--- src/rtl/mux_sched_pkg.sv ---
// Shared types and constants for the round-robin mux scheduler.
//   N_CH          : number of requesters / mux inputs
//   SEL_W         : width of the binary mux select
//   sched_state_t : scheduler FSM states
//   onehot_t      : one-hot grant vector
package mux_sched_pkg;

  localparam int unsigned N_CH  = 4;
  localparam int unsigned SEL_W = 2;

  typedef enum logic [1:0] {ST_IDLE, ST_GRANT, ST_GUARD} sched_state_t;

  typedef logic [N_CH-1:0] onehot_t;

  // Binary select to one-hot enable for the AND-OR mux.
  function automatic onehot_t sel_to_onehot(input logic [SEL_W-1:0] s);
    return onehot_t'(1) << s;
  endfunction

endpackage

--- src/rtl/rr_pick4.sv ---
// Combinational rotating-priority picker for four requesters.
//   req : request vector, req[i] for channel i
//   ptr : channel that has highest priority this round
//   any : at least one request present
//   idx : first requesting channel in order ptr, ptr+1, ... (mod 4)
module rr_pick4
  import mux_sched_pkg::*;
(
  input  logic [N_CH-1:0]  req,
  input  logic [SEL_W-1:0] ptr,
  output logic             any,
  output logic [SEL_W-1:0] idx
);

  logic [SEL_W-1:0] cand;

  // Walk offsets from farthest to nearest so the nearest requester wins.
  always_comb begin
    any  = 1'b0;
    idx  = ptr;
    cand = '0;
    for (int k = N_CH - 1; k >= 0; k--) begin
      cand = ptr + SEL_W'(k);
      if (req[cand]) begin
        any = 1'b1;
        idx = cand;
      end
    end
  end

endmodule

--- src/rtl/mux_rr_scheduler.sv ---
// Round-robin scheduler sharing one 4:1 AND-OR mux between four requesters.
// A grant lasts HOLD_TICKS tick strobes (or until the owner drops its request),
// followed by a single guard cycle with no owner before re-arbitration.
//   clock, reset : clock and asynchronous active-high reset
//   tick         : hold-time pacing strobe, only counted while granting
//   req, data    : per-channel request and data bit
//   grant, sel   : registered one-hot owner and binary select of current/last owner
//   busy         : high while a channel owns the mux
//   y            : data bit of the current owner, 0 with no owner
// Optional: define MUX_RR_SCHEDULER_LOCK_EN to add a `lock` input that keeps the
// grant alive past hold expiry while the owner keeps requesting.
module mux_rr_scheduler
  import mux_sched_pkg::*;
#(
  parameter int unsigned HOLD_TICKS = 3,
  parameter int unsigned CNT_W      = $clog2(HOLD_TICKS + 1)
) (
  input  logic             clock,
  input  logic             reset,
  input  logic             tick,
`ifdef MUX_RR_SCHEDULER_LOCK_EN
  input  logic             lock,
`endif
  input  logic [N_CH-1:0]  req,
  input  logic [N_CH-1:0]  data,
  output onehot_t          grant,
  output logic [SEL_W-1:0] sel,
  output logic             busy,
  output logic             y
);

  localparam logic [CNT_W-1:0] HOLD_INIT = CNT_W'(HOLD_TICKS - 1);

  sched_state_t     state_q;
  logic [SEL_W-1:0] ptr_q;
  logic [CNT_W-1:0] cnt_q;
  logic             pick_any;
  logic [SEL_W-1:0] pick_idx;
  logic             hold_lock;

`ifdef MUX_RR_SCHEDULER_LOCK_EN
  assign hold_lock = lock;
`else
  assign hold_lock = 1'b0;
`endif

  rr_pick4 u_pick (
    .req (req),
    .ptr (ptr_q),
    .any (pick_any),
    .idx (pick_idx)
  );

  always_ff @(posedge clock or posedge reset) begin
    if (reset) begin
      state_q <= ST_IDLE;
      grant   <= '0;
      sel     <= '0;
      busy    <= 1'b0;
      ptr_q   <= '0;
      cnt_q   <= '0;
    end else begin
      unique case (state_q)
        // Guard re-arbitrates exactly like idle; ptr was already advanced.
        ST_IDLE, ST_GUARD: begin
          if (pick_any) begin
            state_q <= ST_GRANT;
            grant   <= sel_to_onehot(pick_idx);
            sel     <= pick_idx;
            busy    <= 1'b1;
            cnt_q   <= HOLD_INIT;
          end else begin
            state_q <= ST_IDLE;
          end
        end
        ST_GRANT: begin
          // A dropped request wins over any tick in the same cycle.
          if (!req[sel] || (tick && (cnt_q == '0) && !hold_lock)) begin
            state_q <= ST_GUARD;
            grant   <= '0;
            busy    <= 1'b0;
            ptr_q   <= sel + 1'b1;
          end else if (tick && (cnt_q != '0)) begin
            cnt_q <= cnt_q - 1'b1;
          end
        end
        default: state_q <= ST_IDLE;
      endcase
    end
  end

  assign y = |(grant & data);

endmodule

--- config.mk ---
export PLATFORM = sky130hd
export DESIGN_NAME = mux_rr_scheduler
export DESIGN_NICKNAME = d
export VERILOG_FILES = /design/src/rtl/mux_sched_pkg.sv /design/src/rtl/rr_pick4.sv /design/src/rtl/mux_rr_scheduler.sv
export SDC_FILE = /design/constraint.sdc
export NUM_CORES = 1
export LEC_CHECK = 0
export CAP_MARGIN = 20
export CORE_UTILIZATION = 45
export CTS_CLUSTER_DIAMETER = 60
export DETAILED_ROUTE_END_ITERATION = 8
export GPL_TIMING_DRIVEN = 1
export PLACE_DENSITY = 0.8
export SLEW_MARGIN = 20
export SYNTH_ARGS = -nofsm -noshare
export SYNTH_HDL_FRONTEND = slang
export SYNTH_SLANG_ARGS = --single-unit
export TNS_END_PERCENT = 50
--- constraint.sdc ---
create_clock -name clock -period 1.73 [get_ports clock]
set_input_delay 0.346 -clock clock [delete_from_list [all_inputs] [get_ports clock]]
set_output_delay 0.346 -clock clock [all_outputs]
set_load 0.01 [all_outputs]
==> results of run 1 <==
## power by group
part           switching [mW]  total (mW)  internal (mW)
Combinational           0.404       0.864          0.460
Sequential              0.114       0.557          0.443
Clock                  0.0964       0.186         0.0894
Total                   0.615        1.61          0.992
## what timing repair did
item / 4_1_cts / 5_1_grt
gates resized for setup: 1 / 3
hold buffers: 0 / 0
setup buffers: 0 / 0
hold endpoints to repair: 0 / 0
endpoints found under the setup margin: 1 / 5
pin swaps: 0 / 0
## metrics by stage
step | instance area, sq um | utilization (%) | cells | total power [mW] | hold slack [ns]
floorplan | 682 | - | 67 | 1.01 | 0.223
global placement | 956 | 70.8 | 110 | 1.39 | 0.462
detailed placement | 956 | 70.8 | 110 | 1.43 | 0.468
CTS | 981 | 72.7 | 114 | 1.61 | 0.402
global route | 992 | 73.5 | 114 | 1.73 | 0.432
finish | 992 | 73.5 | 114 | 1.61 | 0.394
## per-layer routing
metal	global-route usage, %	part of all wire [%]	vias to the layer above
li1	-	-	310
met1	28.3	46	314
met2	39.5	49	11
met3	1.63	1.9	4
met4	20.0	3.1	0
met5	0	0	-
## critical path, cell delays in order
cell and delay [ns]:
clkdlybuf4s50_1 0.48, mux4_2 0.52, a21oi_2 0.17, nor2_1 0.10, a32o_1 0.23
## cell type report
class / count / area, sq um / area share [%]
clock buffers: 4 / 26.3 / 2.65
inverters: 8 / 30.0 / 3.03
multi-input cells: 46 / 333 / 33.5
flip-flops and latches: 13 / 325 / 32.8
well taps: 15 / 18.8 / 1.89
repair buffers: 28 / 259 / 26.1
## flip-flops by register name (all words and copies together) (netlist names)
register / count
ptr_q: 2
state_q: 2
grant: 4
sel: 2
busy: 1
cnt_q: 2
## worst max-delay path by stage
stage | start | to | cells past startpoint
floorplan | sel[0]$_DFFE_PP0P_ | grant[0]$_DFFE_PP0P_ | 4
global placement | req[2] | grant[2]$_DFFE_PP0P_ | 5
detailed placement | req[0] | grant[1]$_DFFE_PP0P_ | 5
CTS | sel[0]$_DFFE_PP0P_ | sel[0] | 2
global route | req[2] | grant[1]$_DFFE_PP0P_ | 5
finish | req[2] | grant[1]$_DFFE_PP0P_ | 5
## logic make-up after synthesis
group                      count (synthesis)
AOI/OAI and AO/OA                         24
xor gates and xnor gates                   1
muxes                                      4
and+or+nand+nor                           16
DFF                                       13
buffers and inverters                      8
adders and majority gates                  1
## cells in the final DEF, fill, tap and decap left out, drive strengths merged, types with 3 or more instances in the layout
cell type / netlist / layout
clkbuf: 0 / 4
inv: 8 / 8
clkdlybuf4s50: 0 / 15
nand2: 6 / 6
buf: 0 / 10
o21ai: 7 / 7
a21oi: 4 / 4
nor2: 4 / 4
a32o: 4 / 4
mux2i: 3 / 3
dfrtp: 13 / 13
==> out/summary.md, run 1 <==
The flow ran to the end, and the final reports show no timing, DRC or antenna violations. After detailed routing, the number of remaining DRC violations is 0. The worst setup path is captured at a flip-flop. The cell type with the largest total area after synthesis is dfrtp_1. The die covers 1670 sq um.

The final routed wire length divided by cell count was 14.5 um; the number of nets in the layout was 112. Dominant combinational cell family by area after synthesis: compound AO/OA/AOI/OAI gates. The clock passes through at most 2 buffers. For the pre-CTS worst setup slack, the log shows -0.247 ns. The run gives 0.738 as the final estimated routing congestion in global placement.

The complex-gate fraction of the synthesized area was 25.5%. The count of antenna-violating nets left after detailed routing was 0. The netlist area before placement was 682 sq um; the number of optimization iterations in the first detailed-route pass was 4.

Setup total negative slack on the finished layout was measured at 0 ns. The endpoint identified for the worst register-to-register timing path is grant[1]$_DFFE_PP0P_. TritonCTS built the clock tree. The worst-case IR drop observed on VDD is 1.06 mV.

The logs give 4 for the first-iteration detailed-routing DRC count and 0 for the total congestion overflow after global routing. Summing the areas of all fa, ha and maj instances in the mapped netlist gives 1.83% of the synthesized area. From synthesis to final layout, the design area changed by 45.5%.

The fraction of synthesized area in multiplexers is 7.71%. The first global-routing pass estimated 2430 um of wire. Counting every instance in the synthesized netlist gives 67. The transition time of the tightest slew-check pin is 0.490 ns, and the count of warnings emitted by yosys is 0.

After Yosys synthesis, XOR and XNOR cells account for 1.28% of the synthesized area. In this run the vertical extent of the chip is 40.9 um. The commonest cells after synthesis are 13 x dfrtp_1, 8 x inv_1, 7 x o21ai_0. Counting flops and latches in the post-synthesis netlist gives 13. The number of synthesized flops with an enable pin is 0.

STA classifies the critical path startpoint as an input pin. The clock-pin slew of the registers on the worst-case setup and hold paths works out to 0.08 ns. Counting the fill cells in the layout gives 102.

STA puts the critical path data arrival time at 1.85 ns. The tightest min-delay check is of the in2async type. Number of buffers inserted during clock tree synthesis: 3. Sequential elements use 47.7% of the synthesized area. The worst path meets setup with 0.0417 ns of slack. Initial cell density of the core: 50.5%.

Measured against its own limit, the worst slew margin works out to 67.3%. The clock reaches the later pin of the worst-skew pair after 0.27 ns. The number of global-route vias before repair is 569, and the ratio of cells with drive above 1 in the final layout is 19.2%.

The number of placed I/O pins was 19. The most instantiated library cell after synthesis was dfrtp_1. For this block, the via count after detailed routing is 639. Across all register-to-register paths, the minimum setup slack is 0.18 ns. The distinct cell type count of the synthesized netlist came out at 24. For the number of endpoints with negative hold slack in the final report, the log shows 0.

The setup clock skew after layout came out at 0.00197 ns. In the synthesized netlist the dominant register cell turns out to be dfrtp_1. The launching point of the worst reg2reg path was sel[0]$_DFFE_PP0P_. For this run, the total global-route usage over all layers was measured as 24.0%. The number of I/O port buffers works out to 18.

The critical path in this run is classified as in2reg. The tools report the number of pins with negative max-slew slack in the final report as 0. The worst register-to-register path has a depth of 4.

For the clock sink count, the log shows 13. 0 antenna diodes ended up in the layout. The final critical-path required period works out to 1.69 ns. The tool flagged a number of max-cap violations equal to 0.

The number of H-tree levels is 1. Summed over all layers, the routed wires come to 1660 um. The highest achievable clock rate is 592 MHz, and the total power density per cell area is 1620 nW/um^2. Setup repair after global routing could not meet its margin everywhere. Of all nets on the critical path, the largest fanout is 5. The number of antenna violations at the first check in global routing came out at 0. After synthesis, the mean cell area works out to 10.2 sq um. In this run the biggest area consumer among cell types represents 47.7% of the synthesized area.

The horizontal extent of the die was 40.9 um. Once detailed placement completed, the half-perimeter wirelength came to 1330 um. The count of endpoints failing setup in the final report came out at 0.

In the post-synthesis netlist, the biggest area contributors are dfrtp_1 48%, a32o_1 5.9%, o21ai_0 5.1%. Summing the areas of all and, or, nand and nor instances in the mapped netlist gives 11.6% of the synthesized area. The region available for standard cell placement spans 1350 sq um.

Of all flip-flops after synthesis, the portion carrying an async set or reset was 100%. For the worst setup path, the data required time is 1.89 ns. In the routed layout, each cell is associated on average with a via count of 5.61. The row count is 13, and the fraction of the cycle the final worst path needs is 97.6%.

The synthesized net count is 79, and the static leakage is 0.489 nW. The tree is rooted in a clkbuf_4. Entering global routing, the biggest net connects 14 pins.
Note: power is estimated with default switching activity, not from simulation.
==> run 2: changes to the inputs <==
--- a/config.mk
+++ b/config.mk
@@ -6,11 +6,14 @@
 export NUM_CORES = 1
 export LEC_CHECK = 0
 export CAP_MARGIN = 20
-export CORE_UTILIZATION = 45
+export CELL_PAD_IN_SITES_DETAIL_PLACEMENT = 0
+export CELL_PAD_IN_SITES_GLOBAL_PLACEMENT = 1
+export CORE_MARGIN = 2
+export CORE_UTILIZATION = 34
 export CTS_CLUSTER_DIAMETER = 60
 export DETAILED_ROUTE_END_ITERATION = 8
 export GPL_TIMING_DRIVEN = 1
-export PLACE_DENSITY = 0.8
+export PLACE_DENSITY = 0.79
 export SLEW_MARGIN = 20
 export SYNTH_ARGS = -nofsm -noshare
 export SYNTH_HDL_FRONTEND = slang
==> run 2 against run 1 <==
Net effect: die area rose by 42%; sequential power down 1%; hold slack worse by 0.0053 ns; critical path depth is 3 lower; sequential cell count unchanged; clock skew about the same; critical endpoint is now sel[0]; largest cell class unchanged; highest routed layer is now met3.
==> out/summary.md, run 2 (synthesis gave the netlist of run 1 again) <==
The flow ran to the end, and the final reports show no timing, DRC or antenna violations. The tree is rooted in a clkbuf_4. The number of I/O port buffers works out to 18.

For the number of pins with negative max-slew slack in the final report, the log shows 0. The clock sink count is 13, and the delay of the slowest cell on the worst path is 0.53 ns. Leaving out fill and tap cells, the most frequent cell in the layout is clkdlybuf4s50_1.

The initial cell density of the core is 35.5%. Measured against its own limit, the worst slew margin works out to 67.4%. Wires add up to 1620 um.

The logs give 14 for the largest net degree at the start of global routing and 615 for the count of vias placed by the detailed router. In this run, CTS created clock tree buffers numbering 3. On the final layout, the worst clock skew is 0.00202 ns. For this run, design rule violations remaining after detail routing come to 0. The multi-input combinational cells in the finished layout cover a total of 327 sq um. In this run the critical register-to-register path is launched from sel[0]$_DFFE_PP0P_. The run gives 0.722 as the final estimated routing congestion in global placement. The die covers 2380 sq um. Setup violations remaining at the end of the flow were counted as 0.

STA classifies the critical path endpoint as a primary output. The type of the most critical hold path was in2async. The tools report the met1 layer wirelength in the final routing as 778 um. In this run the core area contains 16 standard-cell rows. Setup repair after global routing left no endpoint under its margin. Clock latency on the worst-skew pair, taken at its later pin, is 0.27 ns.

The analysis attributes to cell leakage a power of 0.486 nW. 0 antenna diodes ended up in the layout. The footprint of the flip-flops and latches was 325 sq um; the vertical extent of the die was 48.8 um. For the number of antenna violations at the first check in global routing, the log shows 0.

The final critical-path required period works out to 1.67 ns. For flop-to-flop paths, the worst setup slack is 0.09 ns. The design draws 1.58 mW.

In the final layout, the share of cells above drive strength 1 is 18.2%. Along the worst path, the maximum fanout reaches 4. The tools report the total routing resource utilization after global routing as 15.2%. The length in cells of the worst reg-to-reg path was 5. Counting flops per register, the top entry is grant. The number of H-tree levels is 1.

In the finished design, the share of the clock period the worst path needs comes to 96.8%. The signal on the critical path passes through buf_4 -> clkdlybuf4s50_1. In this run the critical register-to-register path is captured at cnt_q[1]$_DFFE_PP0P_.

Summed over all layers, the global routing overflow is 0. 19 I/O pins were placed. Once routing completed, OpenROAD measured the worst setup slack at 0.0561 ns.

The number of gates on the worst path with buffers counted works out to 2. The routed design uses 781 um of met2 wire. The run gives 112 as the number of nets in the layout. TritonCTS built the clock tree.

The register with the most flip-flops in the layout has 4 of them. STA puts the critical path data required time at 1.38 ns. Start-to-end type of the worst setup path: reg2out. The number of endpoints with negative hold slack in the final report was 0; the final routed wire length divided by cell count was 12.8 um. The tools report the first-iteration detailed-routing DRC count as 7. For the number of fill cells in the layout, the log shows 191. The max capacitance violation total was 0. The buffer and inverter count on the worst path was 2.

The transition time of the tightest slew-check pin was 0.489 ns; the total power density per cell area was 1580 nW/um^2. Summed over all nets, the half-perimeter wirelength after detailed placement is 1310 um. The library cells used most frequently in the layout, excluding fill and tap cells, are 15 x clkdlybuf4s50_1, 13 x dfrtp_1, 10 x buf_4. Among all stages on the critical path, the largest delay is contributed by clkdlybuf4s50_1. From synthesis to final layout, the design area changed by 46.8%. The die is 48.8 um wide.

The run gives 636 as the number of global-route vias before repair. Broken down by cell family, the worst path's largest delay share belongs to buffers and inverters. The clock-pin slew of the registers on the worst-case setup and hold paths was 0.08 ns; the core region area was 1920 sq um.

The first-pass GRT wire length was 2820 um; the highest achievable clock rate was 597 MHz. Timing analysis after detailed placement gives a worst setup slack of -0.208 ns. The detail route stage leaves a number of antenna-violating nets equal to 0.

For this design, the CTS-stage hold fixing added 0 buffers. After detailed routing, the number of vias per cell comes to 4.88. The tools report the peak ir drop on the vdd network as 0.836 mV.

For the wire length on met3, the log shows 56 um. The category of the worst setup path launch point is a flip-flop. The logs give 4 for the number of optimization iterations in the first detailed-route pass and 2 for the number of buffers on the longest clock path. In this run the top signal layer used is met3.

At the worst endpoint, the arrival time is 1.33 ns.
run 2: repair_timing:
item | CTS | global route
setup endpoints to repair | 1 | 8
setup buffers | 0 | 1
resized for setup | 1 | 2
pin swaps | 0 | 0
endpoints found under the hold margin | 0 | 0
run 2: area by class of cell:
type,instances,share of cell area (%)
repair buffers,28,25.9
multi-input cells,46,32.6
clock buffers,4,2.63
flip-flops and latches,13,32.5
well taps,27,3.38
inverters,8,3.00
run 2: stage by stage:
stage	hold WS [ns]	cell area, sq um	utilization, %	instances	setup TNS (ns)
final	0.388	1000	52.1	126	0
after global routing	0.467	1000	52.1	126	0
after CTS	0.404	988	51.4	125	0
after detailed placement	0.478	963	50.1	121	-1.95
after global placement	0.462	963	50.1	121	-1.80
after floorplan	0.223	682	-	67	0
run 2: report_power, final:
group	switching [mW]	total [mW]	internal [mW]	leakage (nW)
Sequential	0.107	0.549	0.443	0.158
Clock	0.0927	0.182	0.0892	0.0150
Combinational	0.391	0.850	0.459	0.313
Total	0.590	1.58	0.991	0.486
run 2: worst register-to-register path: cells and delay by family, from the launching register on:
family / cells / cell delay [ns]
flip-flops: 1 / 0.40
AND/OR/NAND/NOR: 2 / 0.50
buffers and inverters: 1 / 0.15
multiplexers: 2 / 0.48
run 2: worst max path at each step:
stage                  startpoint                    to
3_3_place_gp               req[2]  grant[2]$_DFFE_PP0P_
5_1_grt                   data[2]                     y
6_report       sel[0]$_DFFE_PP0P_                sel[0]
3_5_place_dp               req[3]  grant[3]$_DFFE_PP0P_
2_1_floorplan  sel[0]$_DFFE_PP0P_  grant[0]$_DFFE_PP0P_
4_1_cts        sel[0]$_DFFE_PP0P_                sel[0]
run 2: per-layer routing:
layer	vias to the layer above	GRT usage [%]
met3	0	3.68
met1	297	19.6
li1	306	-
met2	12	25.3
met4	0	4.29
met5	-	0
